## src/rtl/ieeedrv_pkg.sv

```systemverilog
// ieeedrv_pkg: shared state enum, SD block-count width and default host timeout for the IEEE drive SD arbiter
package ieeedrv_pkg;
  typedef enum logic [1:0] {ST_IDLE, ST_ISSUE, ST_XFER, ST_FLUSH} sd_arb_state_t;
  localparam int SD_BLK_CNT_W = 6;
  localparam logic [23:0] SD_TIMEOUT_DEF = 24'd16_000_000;
endpackage

```

## src/rtl/ieeedrv_sd_arb_if.sv

```systemverilog
// ieeedrv_sd_arb_if: MiSTer SD block port (lba/blk_cnt/rd/wr out, ack/buff_wr in, buff_din out); master=arbiter, slave=host
interface ieeedrv_sd_arb_if;
  import ieeedrv_pkg::*;
  logic [31:0] sd_lba;
  logic [SD_BLK_CNT_W-1:0] sd_blk_cnt;
  logic sd_rd;
  logic sd_wr;
  logic sd_ack;
  logic sd_buff_wr;
  logic [7:0] sd_buff_din;
  modport master(output sd_lba, sd_blk_cnt, sd_rd, sd_wr, sd_buff_din, input sd_ack, sd_buff_wr);
  modport slave(input sd_lba, sd_blk_cnt, sd_rd, sd_wr, sd_buff_din, output sd_ack, sd_buff_wr);
endinterface

```

## src/rtl/ieeedrv_rr_pick.sv

```systemverilog
// ieeedrv_rr_pick: combinational round-robin pick (req, ptr -> valid, idx of first set request at or after ptr)
module ieeedrv_rr_pick #(
  parameter int NREQ = 2
) (
  input  logic [NREQ-1:0] req,
  input  logic [2:0]      ptr,
  output logic            valid,
  output logic [2:0]      idx
);
  logic [NREQ-1:0] rot;
  always_comb begin
    rot = NREQ'({req, req} >> ptr);
    valid = 1'b0;
    idx = '0;
    for (int k = NREQ - 1; k >= 0; k--)
      if (rot[k]) begin
        valid = 1'b1;
        idx = 3'((int'(ptr) + k) % NREQ);
      end
  end
endmodule

```

## src/rtl/ieeedrv_sd_arb.sv

```systemverilog
// ieeedrv_sd_arb: round-robin share of one SD block port (sd) among NREQ track requesters (req_*), with grant/busy status
module ieeedrv_sd_arb
  import ieeedrv_pkg::*;
#(
  parameter int          NREQ    = 2,
  parameter logic [23:0] TIMEOUT = SD_TIMEOUT_DEF
) (
  input  logic                    clk_sys,
  input  logic                    reset,
  input  logic [31:0]             req_lba [NREQ],
  input  logic [SD_BLK_CNT_W-1:0] req_blk_cnt [NREQ],
  input  logic [NREQ-1:0]         req_rd,
  input  logic [NREQ-1:0]         req_wr,
  output logic [NREQ-1:0]         req_ack,
  output logic [NREQ-1:0]         req_buff_wr,
  input  logic [7:0]              req_buff_dout [NREQ],
  output logic [NREQ-1:0]         req_err,
  output logic [2:0]              grant,
  output logic                    busy,
  ieeedrv_sd_arb_if.master        sd
);
  localparam int IW = NREQ > 1 ? $clog2(NREQ) : 1;
  sd_arb_state_t state, state_d;
  logic [2:0] grant_d, rr_ptr, rr_d, pick_idx, grant_nx;
  logic pick_valid, rd_q, rd_d, wr_q, wr_d, routed;
  logic [31:0] lba_q, lba_d;
  logic [SD_BLK_CNT_W-1:0] cnt_q, cnt_d;
  logic [NREQ-1:0] err_d;
  logic [23:0] tmr, tmr_d;
  ieeedrv_rr_pick #(.NREQ(NREQ)) u_pick (
    .req(req_rd | req_wr),
    .ptr(rr_ptr),
    .valid(pick_valid),
    .idx(pick_idx)
  );
  assign grant_nx = grant == 3'(NREQ - 1) ? 3'd0 : grant + 3'd1;
  always_comb begin
    state_d = state;
    grant_d = grant;
    rr_d = rr_ptr;
    lba_d = lba_q;
    cnt_d = cnt_q;
    rd_d = rd_q;
    wr_d = wr_q;
    err_d = '0;
    tmr_d = &tmr ? tmr : tmr + 24'd1;
    case (state)
      ST_IDLE:
        if (pick_valid) begin
          state_d = ST_ISSUE;
          grant_d = pick_idx;
          lba_d = req_lba[pick_idx[IW-1:0]];
          cnt_d = req_blk_cnt[pick_idx[IW-1:0]];
          wr_d = req_wr[pick_idx[IW-1:0]];
          rd_d = !req_wr[pick_idx[IW-1:0]];
          tmr_d = '0;
        end
      ST_ISSUE:
        if (sd.sd_ack) begin
          state_d = ST_XFER;
          rd_d = 1'b0;
          wr_d = 1'b0;
        end else if (TIMEOUT != 24'd0 && tmr >= TIMEOUT) begin
          state_d = ST_IDLE;
          rd_d = 1'b0;
          wr_d = 1'b0;
          err_d[grant[IW-1:0]] = 1'b1;
          rr_d = grant_nx;
        end
      ST_XFER:
        if (!sd.sd_ack) begin
          state_d = ST_IDLE;
          rr_d = grant_nx;
        end
      default: state_d = sd.sd_ack ? ST_FLUSH : ST_IDLE;
    endcase
  end
  always_ff @(posedge clk_sys) begin
    if (reset) begin
      state <= ST_FLUSH;
      grant <= '0;
      rr_ptr <= '0;
      lba_q <= '0;
      cnt_q <= '0;
      rd_q <= 1'b0;
      wr_q <= 1'b0;
      req_err <= '0;
      tmr <= '0;
    end else begin
      state <= state_d;
      grant <= grant_d;
      rr_ptr <= rr_d;
      lba_q <= lba_d;
      cnt_q <= cnt_d;
      rd_q <= rd_d;
      wr_q <= wr_d;
      req_err <= err_d;
      tmr <= tmr_d;
    end
  end
  assign busy = state != ST_IDLE;
  assign routed = !reset && (state == ST_ISSUE || state == ST_XFER);
  for (genvar i = 0; i < NREQ; i++) begin : g_route
    assign req_ack[i] = sd.sd_ack && routed && grant == 3'(i);
    assign req_buff_wr[i] = sd.sd_buff_wr && routed && state == ST_XFER && grant == 3'(i);
  end
  assign sd.sd_lba = lba_q;
  assign sd.sd_blk_cnt = cnt_q;
  assign sd.sd_rd = rd_q;
  assign sd.sd_wr = wr_q;
  assign sd.sd_buff_din = busy ? req_buff_dout[grant[IW-1:0]] : 8'd0;
endmodule
```

## src/flat_wrapper.sv

```systemverilog
// flat-port wrapper written by rule: the top's interface ports become plain ports
module ieeedrv_sd_arb_flat import ieeedrv_pkg::*;
#(
  parameter int          NREQ    = 2,
  parameter logic [23:0] TIMEOUT = SD_TIMEOUT_DEF
)
  (clk_sys, reset, req_lba, req_blk_cnt, req_rd, req_wr, req_ack, req_buff_wr, req_buff_dout, req_err, grant, busy, sd_sd_lba, sd_sd_blk_cnt, sd_sd_rd, sd_sd_wr, sd_sd_buff_din, sd_sd_ack, sd_sd_buff_wr);
  ieeedrv_sd_arb_if sd_i ();
  input  logic clk_sys;
  input  logic reset;
  input  logic [31:0] req_lba[NREQ];
  input  logic [SD_BLK_CNT_W-1:0] req_blk_cnt[NREQ];
  input  logic [NREQ-1:0] req_rd;
  input  logic [NREQ-1:0] req_wr;
  output logic [NREQ-1:0] req_ack;
  output logic [NREQ-1:0] req_buff_wr;
  input  logic [7:0] req_buff_dout[NREQ];
  output logic [NREQ-1:0] req_err;
  output logic [2:0] grant;
  output logic busy;
  output wire logic [$bits(sd_i.sd_lba)-1:0] sd_sd_lba;
  output wire logic [$bits(sd_i.sd_blk_cnt)-1:0] sd_sd_blk_cnt;
  output wire logic [$bits(sd_i.sd_rd)-1:0] sd_sd_rd;
  output wire logic [$bits(sd_i.sd_wr)-1:0] sd_sd_wr;
  output wire logic [$bits(sd_i.sd_buff_din)-1:0] sd_sd_buff_din;
  input wire logic [$bits(sd_i.sd_ack)-1:0] sd_sd_ack;
  input wire logic [$bits(sd_i.sd_buff_wr)-1:0] sd_sd_buff_wr;
  assign sd_sd_lba = sd_i.sd_lba;
  assign sd_sd_blk_cnt = sd_i.sd_blk_cnt;
  assign sd_sd_rd = sd_i.sd_rd;
  assign sd_sd_wr = sd_i.sd_wr;
  assign sd_sd_buff_din = sd_i.sd_buff_din;
  assign sd_i.sd_ack = sd_sd_ack;
  assign sd_i.sd_buff_wr = sd_sd_buff_wr;
  ieeedrv_sd_arb #(.NREQ(NREQ), .TIMEOUT(TIMEOUT)) u_core (.clk_sys(clk_sys), .reset(reset), .req_lba(req_lba), .req_blk_cnt(req_blk_cnt), .req_rd(req_rd), .req_wr(req_wr), .req_ack(req_ack), .req_buff_wr(req_buff_wr), .req_buff_dout(req_buff_dout), .req_err(req_err), .grant(grant), .busy(busy), .sd(sd_i));
endmodule
```

## config.mk

```make
export PLATFORM = sky130hd
export DESIGN_NAME = ieeedrv_sd_arb_flat
export DESIGN_NICKNAME = d
export VERILOG_FILES = /design/src/rtl/ieeedrv_pkg.sv /design/src/rtl/ieeedrv_sd_arb_if.sv /design/src/rtl/ieeedrv_rr_pick.sv /design/src/rtl/ieeedrv_sd_arb.sv /design/src/flat_wrapper.sv
export SDC_FILE = /design/constraint.sdc
export NUM_CORES = 1
export LEC_CHECK = 0
export ABC_AREA = 1
export BUFFER_PORTS_ARGS = -buffer_cell sky130_fd_sc_hd__buf_2
export CAP_MARGIN = 5
export CORE_ASPECT_RATIO = 0.6
export CORE_UTILIZATION = 31
export DETAILED_ROUTE_END_ITERATION = 8
export GPL_ROUTABILITY_DRIVEN = 0
export PLACE_DENSITY = 0.64
export SLEW_MARGIN = 0
export SYNTH_ARGS = -nofsm -noshare
export SYNTH_HDL_FRONTEND = slang
export SYNTH_SLANG_ARGS = --single-unit
export TNS_END_PERCENT = 20
```

## constraint.sdc

```tcl
create_clock -name clk_sys -period 2.79 [get_ports clk_sys]
set_input_delay 0.4185 -clock clk_sys [delete_from_list [all_inputs] [get_ports clk_sys]]
set_output_delay 0.4185 -clock clk_sys [all_outputs]
set_load 0.005 [all_outputs]
```

======== Word level (Yosys, flattened, before mapping) ========
Index checks and enable logic that the tools add are counted.
operators by class
  add/sub/neg operators ................... 3
  $lt $le $gt $ge ......................... 6
  equality and inequality tests ........... 8
  shift-type cells ........................ 1
  mux-type cells .......................... 38
  bitwise operators ....................... 6
  reduce and logical (&&, ||, !) cells .... 23
operators by type and width
  kind                                                   number
  two-way mux 32 bit                                     3
  two-way mux 24 bit                                     3
  two-way mux 8 bit                                      4
  adder 24 x 1 -> 24 bit, second input constant          1
  >= comparator 24 bit, second input constant            1
  AND reduction 24 bit                                   1
  two-way mux 3 bit                                      6
  two-way mux 6 bit                                      3
  two-way mux 2 bit                                      5
  logical AND 1 bit                                      9
  two-way mux 1 bit                                      9
  case mux 2 bit (3 select lines)                        1
  case mux 3 bit (2 select lines)                        1
  AND reduction 3 bit                                    2
  nonzero test 2 bit                                     3
  >= comparator 2 bit, second input constant             2
  < comparator 1 x 2 -> 1 bit, second input constant     2
  inequality test 2 x 1 -> 1 bit, second input constant  2
  inequality test 2 bit, second input constant           2
  NOT 1 -> 2 bit                                         2
  case mux 1 bit (2 select lines)                        2
  AND reduction 4 bit                                    1
  OR reduction 4 bit                                     1
  right shift 4 x 3 -> 2 bit                             1
  other kinds (16)                                       18
word-level totals
  flip-flop bits (word level) ............. 74
  input bits .............................. 100
  output and inout bits ................... 58
  logic and storage cells ................. 94

======== Logic depth before layout (Yosys ltp) ========
Gate-level depths: netlist (run 1).
  depth in word-level cells ............... 9
  depth in mapped cells ................... 10
  gate-level depth less buffers ........... 10

======== By module ========
Synthesis (run 1) repeated with hierarchy kept, for this count alone.
second synthesis, totals
  cells, all modules ...................... 525
  area, all modules ....................... 3907.5 um^2
modules (own cells, without submodules)
  module           instances  cells an instance  area each (um^2)
  ieeedrv_sd_arb   1          506                3826.2
  ieeedrv_rr_pick  1          19                 81.3

======== Worst setup path before layout (run 1) ========
No wires, ideal clock.
  path type ............................... flip-flop to output port
  start point ............................. register u_core.state[0]
  end point ............................... output sd_sd_buff_din[0]
  arrival time ............................ 1249 ps
  data required time ...................... 2372 ps
  path slack .............................. 1123 ps
  stages on the path, launching flop included .. 7
  buffers on the path ..................... 1
  cell sequence ........................... dfxtp_1 -> inv_1 -> ha_1 -> inv_1 -> clkbuf_1 -> o21ai_0 -> nor2_1
on the way
  longest elaborated chain between the ends .. 2
ends and longest elaborated chain
  item                      line                   source
  start: declaration        ieeedrv_sd_arb.sv:23   sd_arb_state_t state, state_d;
  start signal: assignment  ieeedrv_sd_arb.sv:90   state <= state_d;
  nonzero test 2 bit        ieeedrv_sd_arb.sv:101  assign busy = state != ST_IDLE;
  named net busy            flat_wrapper.sv:20     output logic busy;
  two-way mux 8 bit         ieeedrv_sd_arb.sv:111  assign sd.sd_buff_din = busy ? req_buff_dout[grant[IW-1:0]] : 8'd0;
  end: declaration          flat_wrapper.sv:25     output wire logic [$bits(sd_i.sd_buff_din)-1:0] sd_sd_buff_din;
The timed path passes the listed nets, and every way through them passes these cells.

======== Final worst setup path (run 1) ========
  start point ............................. register u_core.state[1]
  end point ............................... output sd_sd_buff_din[3]
on the way
  longest elaborated chain between the ends .. 2
ends and longest elaborated chain
  item                line
  nonzero test 2 bit  ieeedrv_sd_arb.sv:101
  two-way mux 8 bit   ieeedrv_sd_arb.sv:111
Every way passes these cells.

==> qor.txt, run 1 <==
Clk_lat worst skew: 0.33 ns
Top routing layer in use: met4
Crit-path cells: inv_1, ha_1, inv_1, o21ai_0, nor2_1, buf_2
DRC Markers: 0
First-pass GRT wire length: 17200 um
Initial core utilization: 32.4%
IR drop worst, VDD: 0.000334 V
Ratio of cells with drive above 1 in the final layout: 25.3%
Area Overhead vs Synth: 30.7%
Port Buffers: 155
Hold Crit Class: input port to register
Synth Register Bits: 70
Post-Synthesis Cell Area: 3970 sq um
Worst setup SP type: register
Io pins: 158
DR iter-0 viols: 186
Clk sinks: 70
CP Class: register to output pin
PD cells: 553 nW/um^2
Pleak: 2.81 nW
Clock power frac: 42.1%
Post-CTS Setup Bufs: 0
Fin crit share: 78.1%
GRT overflow: 0
Num CTS Buffers: 9
Wire per inst: 11.3 um
Die span in y: 89.7 um
Max Slew Vio Count: 0
Post-layout total power: 2.87 mW
Core footprint: 12300 sq um
Final setup vio count: 0
Status: finished clean
Detail Route Antenna Nets: 0
R2R setup slack: 0.85 ns
Filler cell count: 1312
Sequential-to-total area share from yosys stat: 35.3%
Via count: 4221
Avg Cell Area, Syn: 6.19 sq um
Die area: 13300 sq um
Switching power: 0.797 mW
Routed WL: 10700 um
Final Hold Viols: 0
Post_cts resized: 0
Clock Skew: 0.00894 ns
Crit-path max FO: 15
Ys Warns: 0
Yosys cell types: 34
Reg power frac: 38.6%
Setup TNS: 0 ns
Fmax: 0.459 GHz
Tmin final: 2.18 ns
Met3 WL post-DR: 777 um
Nets: 891
Global Route Usage Sum: 16.4%
Critical path required time: 2.37 ns
Final HPWL from detailed placement: 8180 um
Die Wd: 148 um
Critical Path AT: 1.76 ns
Met2 wire length: 4090 um
Critical Path End Type: output pin
Slowest stage cell, crit path: dfxtp_1
CP max stage delay: 0.38 ns
Root buffer cell: clkbuf_16
Met1 Wirelength: 5780 um
Internal Power: 2.07 mW
RSZ-0062 raised after global routing: no
CP most frequent cell: inv_1
H-Tree Depth: 3
Sw frac: 27.8%
Max Cap Viol: 0
Pre-Repair DR Iteration Count: 4
CTS tree: done
N_diodes: 0
Vias in the first global route: 3577
Pin count of the biggest net entering global routing: 41
CTS clk-pin slew, worst paths: 0.05 ns
Initial antenna violation count: 0
Via-to-Cell Ratio: 4.42
Rows: 31
Hold_buf cts: 0
Logic pwr share: 19.3%
Syn Inst Count: 641
Clock Path Buffers: 2
## sequential cells by signal, summed over array words and instances, names as in the netlist
register and flops:
u_core.req_err 2, u_core.sd.sd_blk_cnt 6, u_core.sd.sd_lba 32, u_core.sd.sd_wr 1, u_core.grant 1, u_core.rr_ptr 1, u_core.state 2, u_core.sd.sd_rd 1
u_core.tmr 24
## metrics by stage
step | cell area, sq um | instances | utilization [%] | setup slack, ns | hold slack (ns)
floorplan | 3970 | 642 | - | 1.12 | 0.442
global placement | 4870 | 939 | 39.8 | 0.922 | 0.438
detailed placement | 4870 | 939 | 39.8 | 0.896 | 0.442
CTS | 5190 | 955 | 42.3 | 0.616 | 0.273
global route | 5190 | 955 | 42.3 | 0.423 | 0.283
finish | 5190 | 955 | 42.3 | 0.612 | 0.289
## final timing paths
kind | startpoint | end | depth (start not counted)
hold / removal | reset | u_core.tmr[6]$_SDFF_PP0_ | 2
hold reg to reg | u_core.sd.sd_lba[25]$_SDFFE_PP0P_ | u_core.sd.sd_lba[25]$_SDFFE_PP0P_ | 2
setup reg to reg | u_core.state[1]$_SDFFE_PP1P_ | u_core.tmr[0]$_SDFF_PP0_ | 8
setup / recovery | u_core.state[1]$_SDFFE_PP1P_ | sd_sd_buff_din[3] | 6
## layer usage
| metal | GRT usage, % | vias up |
|---|---|---|
| li1 | - | 2272 |
| met1 | 23.5 | 1799 |
| met2 | 23.8 | 140 |
| met3 | 4.90 | 10 |
| met4 | 4.22 | 0 |
| met5 | 0 | - |
## cells in the final DEF (no fill, tap or decap), types with 2 or more instances in the layout
cell type,Yosys,routed
nand2_1,210,210
buf_2,14,155
inv_1,81,81
dfxtp_1,70,70
nor2_1,67,67
nand3_1,67,67
o21ai_1,35,35
o21ai_0,20,20
clkbuf_16,0,9
inv_2,7,7
a21oi_1,6,6
xnor2_1,6,6
ha_1,6,6
nor2_2,5,5
nand3b_1,5,5
nand4_1,4,4
nor3_1,3,3
nand2_2,3,3
clkinv_2,1,3
buf_4,4,3
nor4_1,2,2
xor2_1,2,2
nand3_2,2,2
nor2_4,2,2
nand2_4,2,2
o22ai_1,2,2
conb_1,1,2
bufinv_16,0,2
buf_12,0,2
## cell usage after synthesis
master | n | share of area [%]
clkbuf_1 | 7 | 0.66
nand2_1 | 210 | 20
inv_2 | 7 | 0.66
dfxtp_1 | 70 | 35
nor2_2 | 5 | 0.79
buf_6 | 1 | 0.28
nor2_1 | 67 | 6.3
nor2_4 | 2 | 0.57
nand3_1 | 67 | 8.4
buf_1 | 1 | 0.094
conb_1 | 1 | 0.094
a31oi_1 | 1 | 0.16
clkinv_2 | 1 | 0.13
o21ai_4 | 1 | 0.41
nor3_1 | 3 | 0.38
buf_2 | 14 | 1.8
o21ai_1 | 35 | 4.4
ha_1 | 6 | 1.9
buf_4 | 4 | 0.76
nand4_1 | 4 | 0.63
nand2_4 | 2 | 0.57
o21bai_2 | 1 | 0.28
nand2_2 | 3 | 0.47
inv_1 | 81 | 7.7
nand3b_1 | 5 | 0.95
o21ai_0 | 20 | 2.5
o22ai_1 | 2 | 0.32
xor2_1 | 2 | 0.44
clkbuf_2 | 1 | 0.13
a21oi_1 | 6 | 0.76
nand3_2 | 2 | 0.50
xnor2_1 | 6 | 1.3
or2_2 | 1 | 0.16
nor4_1 | 2 | 0.32
## power by group through the flow
stage | clock, mW | combinational (mW) | sequential, mW
floorplan | 0 | 0.345 | 1.12
global placement | 0 | 0.559 | 1.13
detailed placement | 0 | 0.556 | 1.13
CTS | 1.23 | 0.560 | 1.11
global route | 1.28 | 0.637 | 1.12
finish | 1.21 | 0.554 | 1.11
## worst max-delay path: cells and delay by family (launching register included)
kind / cells / cell delay, ns
adders and majority gates: 1 / 0.20
AOI/OAI and AO/OA: 1 / 0.16
and+or+nand+nor: 1 / 0.14
buffers and inverters: 3 / 0.56
DFF: 1 / 0.38
## kinds of logic (layout without fill, tap and decap cells)
family	count (synthesis)	in the layout	synth area share (%)
and+or+nand+nor	373	373	40.0
AOI/OAI and AO/OA	66	66	8.86
xor gates and xnor gates	8	8	1.76
DFF	70	70	35.3
buffers and inverters	117	265	12.1
adders and majority gates	6	6	1.89
other	1	2	0.0945
## cell type report
| type | instances | area, sq um | share of cell area, % |
|---|---|---|---|
| clock buffers | 10 | 229 | 4.41 |
| well taps | 165 | 206 | 3.98 |
| clock inverters | 6 | 86.3 | 1.66 |
| inverters | 89 | 335 | 6.46 |
| multi-input cells | 455 | 2090 | 40.3 |
| flip-flops and latches | 70 | 1400 | 27.0 |
| repair buffers | 160 | 838 | 16.2 |
No activity file was read; power rests on OpenSTA's default activity.
==> inputs of run 2 (changes only) <==
--- a/config.mk
+++ b/config.mk
@@ -12,7 +12,7 @@
 export CORE_UTILIZATION = 31
 export DETAILED_ROUTE_END_ITERATION = 8
 export GPL_ROUTABILITY_DRIVEN = 0
-export PLACE_DENSITY = 0.64
+export PLACE_DENSITY = 0.66
 export SLEW_MARGIN = 0
 export SYNTH_ARGS = -nofsm -noshare
 export SYNTH_HDL_FRONTEND = slang
==> constraint.sdc (replaced) <==
create_clock -name clk_sys -period 2 [get_ports clk_sys]
set_input_delay 0.3 -clock clk_sys [delete_from_list [all_inputs] [get_ports clk_sys]]
set_output_delay 0.3 -clock clk_sys [all_outputs]
set_load 0.005 [all_outputs]
==> qor.txt, run 2 (same netlist as run 1, synthesis figures left out) <==
Final HPWL from detailed placement: 8310 um
DP Area: 4910 sq um
Die area: 13300 sq um
Reg power frac: 38.3%
CTS clk-pin slew, worst paths: 0.06 ns
CP bufs+invs: 4
Max Slew Vio Count: 0
Placed Cells: 946
Vias in the first global route: 3418
GRT met1 Usage: 23.6%
H-Tree Depth: 3
Pleak: 2.84 nW
Clock power frac: 41.9%
IR drop worst, VDD: 0.000399 V
Via-to-Cell Ratio: 4.36
Max reg flops: 32
Tmin final: 1.86 ns
Setup TNS: 0 ns
Pre-Repair DR Iteration Count: 5
GRT overflow: 0
M3 GR Usage: 4.39%
Commonest non-fill, non-tap cell in the layout: nand2_1
Final hold slack: 0.168 ns
Detail Route Antenna Nets: 0
Final setup vio count: 0
Pin count of the biggest net entering global routing: 40
Clk_lat worst skew: 0.34 ns
Initial core utilization: 32.4%
Clk sinks: 70
CP delay by family, top: buffers and inverters
RSZ-0062 raised after global routing: no
Fmax: 0.538 GHz
Logic pwr share: 19.8%
Crit-path cells: inv_1, ha_1, inv_2, buf_6, o21ai_0, nor2_1, buf_2
DRC Markers: 0
Fin crit share: 93.0%
Clock Path Buffers: 2
DR iter-0 viols: 272
Final Hold Viols: 0
Root buffer cell: clkbuf_16
Global Route Usage Sum: 16.3%
GR Util met2: 22.8%
Clock Skew: 0.00619 ns
Critical path required time: 1.70 ns
Port Buffers: 155
Worst setup SP type: register
Internal Power: 2.90 mW
CP max stage delay: 0.35 ns
Nets: 898
Sw frac: 27.7%
GR peak layer: met1
Io pins: 158
PD cells: 767 nW/um^2
Slowest stage cell, crit path: dfxtp_2
Rows: 31
Max Cap Viol: 0
Initial antenna violation count: 0
Via count: 4191
Wire per inst: 11.3 um
Critical Path AT: 1.56 ns
Status: finished clean
Core footprint: 12300 sq um
Die span in y: 89.7 um
Final core utilization: 42.7%
Crit-path max FO: 14
N_diodes: 0
First-pass GRT wire length: 16900 um
Num CTS Buffers: 9
Final instance area: 5230 sq um
CP Class: register to output pin
Area Overhead vs Synth: 31.8%
Die Wd: 148 um
Switching power: 1.11 mW
Commonest cells after routing, fill and taps aside: nand2_1 (210), buf_2 (155), inv_1 (80)
CTS tree: done
Ratio of cells with drive above 1 in the final layout: 26.4%
Non-filler cells, final: 961
Routed WL: 10800 um
Critical Path End Type: output pin
Hold Crit Class: input port to register
==> run 2: power groups by stage <==
stage                     Clock (mW)  Combinational [mW]  Sequential (mW)
after floorplan                    0               0.481             1.57
after global placement             0               0.793             1.56
after detailed placement           0               0.797             1.56
after CTS                       1.74               0.803             1.53
after global routing            1.79               0.907             1.55
final                           1.68               0.793             1.54
==> run 2: metrics by stage <==
step | total power, mW | worst slack, ns
CTS | 4.07 | 0.0308
detailed placement | 2.36 | 0.337
floorplan | 2.05 | 0.451
global placement | 2.36 | 0.377
finish | 4.01 | 0.141
global route | 4.24 | 0.0217
==> run 2: path summary, 6_finish.rpt <==
check | startpoint | to | slack (ns) | cells past startpoint
min reg2reg | u_core.sd.sd_lba[4]$_SDFFE_PP0P_ | u_core.sd.sd_lba[4]$_SDFFE_PP0P_ | 0.45 | 2
max | u_core.state[0]$_SDFFE_PP1P_ | sd_sd_buff_din[7] | 0.14 | 7
min | reset | u_core.tmr[6]$_SDFF_PP0_ | 0.17 | 2
max reg2reg | u_core.tmr[1]$_SDFF_PP0_ | u_core.tmr[8]$_SDFF_PP0_ | 0.35 | 9
==> run 2: area by class of cell <==
cell class / count / area (sq um)
fillers: 1325 / 7030
flip-flops and latches: 70 / 1400
inverters: 89 / 335
repair buffers: 167 / 882
clock buffers: 9 / 225
multi-input cells: 455 / 2090
clock inverters: 6 / 87.6
well taps: 165 / 206
==> run 2: timing repair <==
| action | 4_1_cts | 5_1_grt |
|---|---|---|
| hold endpoints to repair | 0 | 0 |
| hold buffers | 0 | 0 |
| endpoints found under the setup margin | 1 | 8 |
| resized for setup | 1 | 3 |
| gates cloned | 0 | 0 |
| buffers inserted | 0 | 0 |
==> run 2: layer usage <==
layer  up-vias  wire (um)
met3         9        939
li1       2283          -
met2       164       4140
met5         -          0
met4         0        133
met1      1735       5610
